### src/rtl/arm_pipe_pkg.sv
// Shared encodings and helpers for the ARM pipeline hazard controller.
package arm_pipe_pkg;

  localparam logic [1:0] FWD_REGFILE = 2'b00;
  localparam logic [1:0] FWD_EX      = 2'b01;
  localparam logic [1:0] FWD_MEM     = 2'b10;
  localparam logic [1:0] FWD_WB      = 2'b11;

  localparam logic [1:0] HZ_RUN   = 2'd0;
  localparam logic [1:0] HZ_STALL = 2'd1;
  localparam logic [1:0] HZ_FLUSH = 2'd2;

  localparam logic [3:0] REG_PC = 4'd15;

  typedef struct packed {
    logic [3:0] rd;
    logic       reg_write;
    logic       mem_load;
  } stage_info;

  // Nearest in-flight producer wins; the PC is always read from the regfile path.
  function automatic logic [1:0] fwd_select(
    input logic [3:0] op,
    input logic       uses,
    input logic [3:0] ex_rd,
    input logic       ex_rw,
    input logic [3:0] mem_rd,
    input logic       mem_rw,
    input logic [3:0] wb_rd,
    input logic       wb_rw
  );
    logic [1:0] sel;
    if (!uses || (op == REG_PC)) begin
      sel = FWD_REGFILE;
    end else if (ex_rw && (ex_rd == op)) begin
      sel = FWD_EX;
    end else if (mem_rw && (mem_rd == op)) begin
      sel = FWD_MEM;
    end else if (wb_rw && (wb_rd == op)) begin
      sel = FWD_WB;
    end else begin
      sel = FWD_REGFILE;
    end
    return sel;
  endfunction

endpackage

### src/rtl/hazard_scoreboard.sv
// Shadow EX/MEM/WB destination state, per-operand forward selects and load-use detect.
module hazard_scoreboard
  import arm_pipe_pkg::*;
(
  input  logic      clk,
  input  logic      reset,
  input  logic      i_bubble,
  input  stage_info i_id,
  input  logic [3:0] i_rn,
  input  logic [3:0] i_rm,
  input  logic [3:0] i_rd,
  input  logic      i_uses_rn,
  input  logic      i_uses_rm,
  input  logic      i_uses_rd,
  output logic [1:0] o_fwd_rn_sel,
  output logic [1:0] o_fwd_rm_sel,
  output logic [1:0] o_fwd_rd_sel,
  output logic      o_load_use
);

  stage_info  r_ex;
  logic [3:0] r_mem_rd;
  logic       r_mem_rw;
  logic [3:0] r_wb_rd;
  logic       r_wb_rw;
  logic       w_ex_match;

  // Shadow regs keep advancing during a stall so the bubble flows down the pipe.
  always_ff @(posedge clk or negedge reset) begin
    if (!reset) begin
      r_ex     <= '0;
      r_mem_rd <= 4'd0;
      r_mem_rw <= 1'b0;
      r_wb_rd  <= 4'd0;
      r_wb_rw  <= 1'b0;
    end else begin
      r_ex     <= i_bubble ? stage_info'(6'd0) : i_id;
      r_mem_rd <= r_ex.rd;
      r_mem_rw <= r_ex.reg_write;
      r_wb_rd  <= r_mem_rd;
      r_wb_rw  <= r_mem_rw;
    end
  end

  assign o_fwd_rn_sel = fwd_select(i_rn, i_uses_rn, r_ex.rd, r_ex.reg_write,
                                   r_mem_rd, r_mem_rw, r_wb_rd, r_wb_rw);
  assign o_fwd_rm_sel = fwd_select(i_rm, i_uses_rm, r_ex.rd, r_ex.reg_write,
                                   r_mem_rd, r_mem_rw, r_wb_rd, r_wb_rw);
  assign o_fwd_rd_sel = fwd_select(i_rd, i_uses_rd, r_ex.rd, r_ex.reg_write,
                                   r_mem_rd, r_mem_rw, r_wb_rd, r_wb_rw);

  assign w_ex_match = (i_uses_rn && (i_rn == r_ex.rd)) ||
                      (i_uses_rm && (i_rm == r_ex.rd)) ||
                      (i_uses_rd && (i_rd == r_ex.rd));
  assign o_load_use = r_ex.mem_load && (r_ex.rd != REG_PC) && w_ex_match;

endmodule

### src/rtl/pipeline_hazard_controller.sv
// 5-stage ARM pipeline sequencer: forwarding, load-use stall, taken-branch flush
// and a saturating stall/flush event counter.
module pipeline_hazard_controller
  import arm_pipe_pkg::*;
#(
  parameter int LOAD_USE_STALLS = 1,
  parameter int CNT_W           = 16
) (
  input  logic             clk,
  input  logic             reset,
  input  logic [3:0]       id_rn,
  input  logic [3:0]       id_rm,
  input  logic [3:0]       id_rd,
  input  logic             id_uses_rn,
  input  logic             id_uses_rm,
  input  logic             id_uses_rd,
  input  logic             id_reg_write,
  input  logic             id_mem_load,
  input  logic             id_branch_taken,
  output logic             pc_enable,
  output logic             if_id_enable,
  output logic             if_id_flush,
  output logic             cu_bubble,
  output logic [1:0]       fwd_rn_sel,
  output logic [1:0]       fwd_rm_sel,
  output logic [1:0]       fwd_rd_sel,
  output logic [CNT_W-1:0] event_count
);

  localparam logic [1:0] STALL_EXTRA = 2'(LOAD_USE_STALLS - 1);

  logic [1:0]       r_state;
  logic [1:0]       r_cnt;
  logic [CNT_W-1:0] r_event_count;
  logic [1:0]       w_next_state;
  logic [1:0]       w_next_cnt;
  logic             w_stall;
  logic             w_flush;
  logic             w_load_use;
  logic [1:0]       w_fwd_rn;
  logic [1:0]       w_fwd_rm;
  logic [1:0]       w_fwd_rd;
  stage_info        w_id;

  assign w_id = {id_rd, id_reg_write, id_mem_load};

  hazard_scoreboard u_scoreboard (
    .clk          (clk),
    .reset        (reset),
    .i_bubble     (cu_bubble),
    .i_id         (w_id),
    .i_rn         (id_rn),
    .i_rm         (id_rm),
    .i_rd         (id_rd),
    .i_uses_rn    (id_uses_rn),
    .i_uses_rm    (id_uses_rm),
    .i_uses_rd    (id_uses_rd),
    .o_fwd_rn_sel (w_fwd_rn),
    .o_fwd_rm_sel (w_fwd_rm),
    .o_fwd_rd_sel (w_fwd_rd),
    .o_load_use   (w_load_use)
  );

  // Load-use outranks a taken branch; the branch stays in ID until the stall clears.
  always_comb begin
    w_stall      = 1'b0;
    w_flush      = 1'b0;
    w_next_state = HZ_RUN;
    w_next_cnt   = r_cnt;
    case (r_state)
      HZ_RUN: begin
        if (w_load_use) begin
          w_stall      = 1'b1;
          w_next_cnt   = STALL_EXTRA;
          w_next_state = (STALL_EXTRA != 2'd0) ? HZ_STALL : HZ_RUN;
        end else if (id_branch_taken) begin
          w_flush      = 1'b1;
          w_next_state = HZ_FLUSH;
        end else begin
          w_next_state = HZ_RUN;
        end
      end
      HZ_STALL: begin
        w_stall      = 1'b1;
        w_next_cnt   = r_cnt - 2'd1;
        w_next_state = (r_cnt > 2'd1) ? HZ_STALL : HZ_RUN;
      end
      HZ_FLUSH: begin
        w_next_state = HZ_RUN;
      end
      default: begin
        w_next_state = HZ_RUN;
        w_next_cnt   = 2'd0;
      end
    endcase
  end

  assign pc_enable    = reset & ~w_stall;
  assign if_id_enable = reset & ~w_stall;
  assign if_id_flush  = reset & w_flush;
  assign cu_bubble    = ~reset | w_stall;
  assign fwd_rn_sel   = reset ? w_fwd_rn : FWD_REGFILE;
  assign fwd_rm_sel   = reset ? w_fwd_rm : FWD_REGFILE;
  assign fwd_rd_sel   = reset ? w_fwd_rd : FWD_REGFILE;
  assign event_count  = r_event_count;

  // Hazard state and saturating event counter.
  always_ff @(posedge clk or negedge reset) begin
    if (!reset) begin
      r_state       <= HZ_RUN;
      r_cnt         <= 2'd0;
      r_event_count <= '0;
    end else begin
      r_state <= w_next_state;
      r_cnt   <= w_next_cnt;
      if ((cu_bubble || if_id_flush) && (r_event_count != {CNT_W{1'b1}})) begin
        r_event_count <= r_event_count + CNT_W'(1);
      end
    end
  end

endmodule

### config.mk
export PLATFORM = sky130hd
export DESIGN_NAME = pipeline_hazard_controller
export DESIGN_NICKNAME = d
export VERILOG_FILES = /design/src/rtl/arm_pipe_pkg.sv /design/src/rtl/hazard_scoreboard.sv /design/src/rtl/pipeline_hazard_controller.sv
export SDC_FILE = /design/constraint.sdc
export NUM_CORES = 1
export LEC_CHECK = 0
export CORE_AREA = 2 2 71 73
export DETAILED_ROUTE_END_ITERATION = 8
export DIE_AREA = 0 0 73 75
export GPL_ROUTABILITY_DRIVEN = 0
export PLACE_DENSITY = 0.68
export SLEW_MARGIN = 30
export SYNTH_ARGS = -nofsm -noshare
export SYNTH_HDL_FRONTEND = slang
export SYNTH_SLANG_ARGS = --single-unit
### constraint.sdc
create_clock -name clk -period 6.08 [get_ports clk]
set_input_delay 1.216 -clock clk [delete_from_list [all_inputs] [get_ports clk]]
set_output_delay 1.216 -clock clk [all_outputs]
set_load 0.05 [all_outputs]
==> results of run 1 <==
-- registers in the layout, indices dropped and copies added (netlist names) --
name / cells
r_state: 2
u_scoreboard.r_wb_rw: 1
u_scoreboard.r_mem_rd: 4
u_scoreboard.r_mem_rw: 1
event_count: 16
u_scoreboard.r_ex: 6
u_scoreboard.r_wb_rd: 4
r_cnt: 2
-- power by group through the flow --
stage | logic (mW) | clock network [mW] | registers, mW
floorplan | 0.0977 | 0 | 0.385
global placement | 0.254 | 0 | 0.316
detailed placement | 0.257 | 0 | 0.318
CTS | 0.258 | 0.162 | 0.313
global route | 0.274 | 0.172 | 0.319
finish | 0.255 | 0.157 | 0.313
-- metal layers --
metal	global-route usage (%)	part of all wire (%)
met1	24.23	51
met2	24.02	44
met3	3.347	3.9
met4	4.938	1.1
met5	0	0
-- worst reg2reg max path: cells and delay by family (launching register included) --
kind,cells,cell delay [ps]
adders and majority gates,1,240
AOI/OAI and AO/OA,1,800
and+or+nand+nor,4,860
DFF,1,420
xor gates and xnor gates,1,140
-- how the worst min path moves through the flow --
stage                          startpoint               endpoint  slack, ps  cells after the start
floorplan           u_scoreboard.r_mem_rw   u_scoreboard.r_wb_rw        390                      0
global placement     u_scoreboard.r_ex[1]  u_scoreboard.r_mem_rw        450                      0
detailed placement   u_scoreboard.r_ex[1]  u_scoreboard.r_mem_rw        450                      0
CTS                  u_scoreboard.r_ex[1]  u_scoreboard.r_mem_rw        460                      0
global route         u_scoreboard.r_ex[1]  u_scoreboard.r_mem_rw        470                      0
finish               u_scoreboard.r_ex[1]  u_scoreboard.r_mem_rw        460                      0
-- area by class of cell --
type                    count  area, µm²  share of cell area [%]
multi-input cells         149       1096                   42.01
flip-flops and latches     36      900.9                   34.53
repair buffers             45      447.9                   17.17
clock buffers               6      72.57                   2.782
well taps                  54      67.56                   2.590
inverters                   5      18.77                  0.7194
clock inverters             1      5.005                  0.1918
-- through the flow --
step                      util, %  area [µm²]  cells  total power, mW  worst slack (ps)
after floorplan                 -        2039    193           0.4824              1925
after global placement      54.25        2529    289           0.5701              1096
after detailed placement    54.25        2529    289           0.5753              1085
after CTS                   55.92        2606    296           0.7339              1062
after global routing        55.97        2609    296           0.7650             942.1
final                       55.97        2609    296           0.7257              1072
-- cell families (layout without fill, tap and decap cells) --
group	after synthesis	in the layout	share of synthesized area, %
xor gates and xnor gates	51	51	21.90
and+or+nand+nor	86	86	26.93
adders and majority gates	2	2	1.227
DFF	36	36	44.17
muxes	1	1	0.5521
AOI/OAI and AO/OA	9	9	3.129
buffers and inverters	8	57	2.086
-- placed cells by master, fill, tap and decap left out, types with 2 or more instances in the layout --
cell,n
clkdlybuf4s50_1,44
dfrtp_1,36
xor2_1,33
xnor2_1,18
nand2_1,16
nand3_1,13
and2_1,10
nand4_1,8
inv_1,5
clkbuf_8,5
nor4_1,4
and3_1,4
nor3_1,4
a21oi_1,4
and4_1,4
nor3b_2,4
nor2b_1,3
nor3b_1,3
nor2_1,3
nor4_2,2
a31oi_1,2
nand2b_1,2
ha_1,2
==> results.json, run 1 <==
{
  "critPathSlowestCell": "clkdlybuf4s50_1",
  "crit_chain": "clkdlybuf4s50_1 -> xor2_1 -> nor4_2 -> a32oi_2 -> nand2_1 -> nor4b_2 -> and2_1 -> clkdlybuf4s50_1",
  "cpMostUsedCell": "clkdlybuf4s50_1",
  "mappedNetlistNets": 215,
  "cp-end-kind": "output pin",
  "yosysSeqAreaShare_pct": 44.17,
  "status": "finished clean",
  "clk_latency_ps": 280,
  "rows": 25,
  "crit_path_end": "if_id_flush",
  "antenna_found_initial": 0,
  "place.port_buffers": 45,
  "gr-usage-all-layers_pct": 16.33,
  "area_delta_synth_final_pct": 27.91,
  "postRouteAntennaNets": 0,
  "grt_max_degree": 44,
  "grt_pass1_wl_um": 6782,
  "r2r_end": "event_count[7]",
  "yosysMostFrequentCell": "dfrtp_1",
  "crit_family": "buffers and inverters",
  "ctsHoldBuffers": 0,
  "avgSynthCellArea_um2": 10.57,
  "die_area_um2": 5475,
  "crit_path_max_incr_delay_ps": 800,
  "slew_headroom_pct": 36.31,
  "rsz0062_at_grt": "no",
  "dp.final_hpwl_um": 3164,
  "synth_top_area_share_pct": 44.17,
  "die_w_um": 73,
  "cap_viol_max_count": 0,
  "fmax_ghz": 0.1997,
  "power.switching_mw": 0.2716,
  "hold_violations": 0,
  "crit_required_ps": 4860,
  "htreeDepth": 2,
  "synth_common_cells": "dfrtp_1 (36), xor2_1 (33), xnor2_1 (18)",
  "worstRegToRegCells": 7,
  "setup_tns_ps": 0,
  "r2r-start": "event_count[0]",
  "tightest_slew_ps": 951.0,
  "min_period_ps": 5008,
  "drt_iter0_drc": 55,
  "postCtsSetupBuffers": 0,
  "slew_viol_final": 0,
  "cts.sinks": 36,
  "ios": 46,
  "drc": 0,
  "ys_ff_latch": 36,
  "p_clk_share_pct": 21.7,
  "power_frac_seq_pct": 43.1,
  "min_path_type": "reg2reg",
  "core_area_um2": 4661,
  "critical_path_class": "in2out",
  "wl_um": 4220,
  "period_share_pct": 82.37,
  "cp_num_cells": 8,
  "post_cts_resized": 0,
  "fin_nets": 264,
  "first_pass_iters": 4,
  "fillCellCount": 408,
  "whs_ps": 460.2,
  "crit_fanout": 4,
  "initial_core_util_pct": 43.76,
  "path_buf_inv": 2,
  "final-setup-viol-count": 0,
  "tritoncts": "built",
  "netlist_instances": 193,
  "overflow": 0,
  "final_layout_size_suffix_gt1_share_pct": 7.851,
  "via_per_inst": 5.118,
  "async_flop_share_pct": 100.0,
  "critPathLaunchType": "input pin",
  "r2r_setup_slack_ps": 3510,
  "clock_skew_ps": 6.235,
  "p_sw_share_pct": 37.42,
  "ys_types": 34,
  "ys_warn_count": 0,
  "synthFlopType": "dfrtp_1",
  "synth.area.top_cells": "dfrtp_1 (44%), xor2_1 (14%), xnor2_1 (7.7%), nand3_1 (3.2%), and2_1 (3.1%)",
  "clk_pin_slew_ps": 70,
  "power.density_nw_per_um2": 278.2,
  "synth_edf_count": 0,
  "die_h_um": 75,
  "arrival_ps": 3790,
  "p_int_mw": 0.4541,
  "cts_root_buffer": "clkbuf_8",
  "p_leak_nw": 1.107,
  "cts_buffers": 5,
  "vdd_drop_max_uv": 147.0,
  "cp-startpoint": "id_rn[3]",
  "synth_area_leader_cell": "dfrtp_1",
  "first_global_vias": 1373,
  "drt-wirelength-per-cell_um": 14.26,
  "clockBufferDepth": 2,
  "comb_power_share_pct": 35.2,
  "vias": 1515,
  "antennaDiodeCount": 0,
  "netlist_area_um2": 2039
}
Power figures use the tool's default switching activity.
==> inputs of run 2 (changes only) <==
--- a/config.mk
+++ b/config.mk
@@ -9,7 +9,7 @@
 export DETAILED_ROUTE_END_ITERATION = 8
 export DIE_AREA = 0 0 73 75
 export GPL_ROUTABILITY_DRIVEN = 0
-export PLACE_DENSITY = 0.68
+export PLACE_DENSITY = 0.7
 export SLEW_MARGIN = 30
 export SYNTH_ARGS = -nofsm -noshare
 export SYNTH_HDL_FRONTEND = slang
==> constraint.sdc (replaced) <==
create_clock -name clk -period 4.47 [get_ports clk]
set_input_delay 0.894 -clock clk [delete_from_list [all_inputs] [get_ports clk]]
set_output_delay 0.894 -clock clk [all_outputs]
set_load 0.05 [all_outputs]
==> run 2 against run 1 <==
- global-route usage rose by 1.4 points
- hold slack improved by 27 ps
- wire length increased by 5.0%
- flip-flop and latch count is the same
- combinational power is 37% higher
- via count grew 5.9%
- critical path type unchanged
- highest routed layer unchanged
==> results.json, run 2 (synthesis results as in run 1) <==
{
  "status": "finished clean",
  "vdd_drop_max_uv": 269.2,
  "r2r_end": "event_count[1]",
  "fin_nets": 266,
  "critPathLaunchType": "input pin",
  "via_per_inst": 5.365,
  "postRouteAntennaNets": 0,
  "htreeDepth": 2,
  "post_cts_resized": 0,
  "min-delay-start": "u_scoreboard.r_ex[1]",
  "setup_tns_ps": 0,
  "rsz0062_at_grt": "no",
  "cpMostUsedCell": "clkdlybuf4s50_1",
  "crit_required_ps": 3580,
  "vias": 1604,
  "wl_um": 4431,
  "cts_root_buffer": "clkbuf_8",
  "cap_viol_max_count": 0,
  "antennaDiodeCount": 0,
  "crit_path_max_incr_delay_ps": 840,
  "grt_max_degree": 27,
  "cts.sinks": 36,
  "cp-end-kind": "output pin",
  "crit_family": "buffers and inverters",
  "die_w_um": 73,
  "period_share_pct": 91.00,
  "crit_path_end": "fwd_rn_sel[1]",
  "drt_iter0_drc": 75,
  "final_layout_size_suffix_gt1_share_pct": 11.02,
  "r2r_setup_slack_ps": 2390,
  "crit_fanout": 4,
  "core_area_um2": 4661,
  "die_h_um": 75,
  "cts_buffers": 5,
  "place.port_buffers": 45,
  "p_total_mw": 1.058,
  "final-setup-viol-count": 0,
  "grt_pass1_wl_um": 7410,
  "fin_area_um2": 2658,
  "first_global_vias": 1519,
  "power.density_nw_per_um2": 398.3,
  "ios": 46,
  "slew_viol_final": 0,
  "min_period_ps": 4068,
  "p_leak_nw": 1.136,
  "dpl_cell_area_um2": 2546,
  "clk_latency_ps": 280,
  "ctsHoldBuffers": 0,
  "min_path_type": "reg2reg",
  "path_buf_inv": 2,
  "worstRegToRegCells": 6,
  "cp_num_cells": 7,
  "postCtsSetupBuffers": 0,
  "drc": 0,
  "rows": 25,
  "drt-wirelength-per-cell_um": 14.82,
  "area_delta_synth_final_pct": 30.31,
  "final_cell_mix": "clkdlybuf4s50_1 (40), dfrtp_1 (36), xor2_1 (33), xnor2_1 (18), nand2_1 (16)",
  "die_area_um2": 5475,
  "tightest_slew_ps": 507.9,
  "dp.final_hpwl_um": 3435,
  "fmax_ghz": 0.2458,
  "tritoncts": "built",
  "r2r-start": "u_scoreboard.r_ex[4]",
  "final_common_cell": "clkdlybuf4s50_1",
  "hold_violations": 0,
  "gr-usage-all-layers_pct": 17.68,
  "arrival_ps": 3170,
  "crit_chain": "clkdlybuf4s50_1 -> xor2_1 -> nor3_1 -> nand3_1 -> nor2b_1 -> nor3b_1 -> clkdlybuf4s50_1",
  "critical_path_class": "in2out",
  "slew_headroom_pct": 66.03,
  "overflow": 0,
  "initial_core_util_pct": 43.76,
  "critPathSlowestCell": "clkdlybuf4s50_1",
  "clk_pin_slew_ps": 80,
  "clockBufferDepth": 2,
  "largest_reg_flops": 16,
  "first_pass_iters": 4,
  "cp-startpoint": "id_rn[2]",
  "clock_skew_ps": 9.798,
  "antenna_found_initial": 0
}
==> run 2: changes by cell type in the layout (fill, tap and decap cells not counted), sizes merged <==
cell and delta:
clkdlybuf4s50 -4, buf +6, bufinv +1, clkinvlp +1
clkbuf -1
==> run 2: area by class of cell <==
cell class / count / area [µm²]
Inverter: 5 / 18.77
Fill cell: 421 / 2003
Tap cell: 54 / 67.56
Clock buffer: 5 / 68.82
Multi-Input combinational cell: 149 / 1096
Sequential cell: 36 / 900.9
Clock inverter: 3 / 42.54
Timing Repair Buffer: 47 / 462.9
==> run 2: worst min-delay path by stage <==
| stage | endpoint | slack [ps] | cells past startpoint |
|---|---|---|---|
| global placement | u_scoreboard.r_mem_rw | 470 | 0 |
| finish | u_scoreboard.r_mem_rw | 490 | 0 |
| detailed placement | u_scoreboard.r_wb_rw | 480 | 0 |
| floorplan | u_scoreboard.r_wb_rw | 390 | 0 |
| global route | u_scoreboard.r_mem_rw | 490 | 0 |
| CTS | u_scoreboard.r_mem_rw | 470 | 0 |
==> run 2: layer usage <==
metal	global-route usage, %	vias up	share of wire [%]
met4	4.733	0	0.99
li1	-	769	-
met3	4.150	4	3.8
met1	25.27	791	49
met2	27.03	40	46
met5	0	-	0
==> run 2: through the flow <==
| stage | hold slack (ps) | cells | utilization [%] | setup WS [ps] |
|---|---|---|---|---|
| after CTS | 472.3 | 299 | 57.02 | 389.9 |
| final | 487.2 | 299 | 57.02 | 402.3 |
| after floorplan | 392.9 | 193 | - | 959.5 |
| after detailed placement | 482.7 | 291 | 54.63 | 397.2 |
| after global placement | 470.0 | 291 | 54.63 | 377.4 |
| after global routing | 493.6 | 299 | 57.02 | 271.9 |
==> run 2: power by group <==
part	internal [mW]	switching [mW]
Combinational	0.140	0.210
Clock	0.165	0.117
Sequential	0.373	0.0537
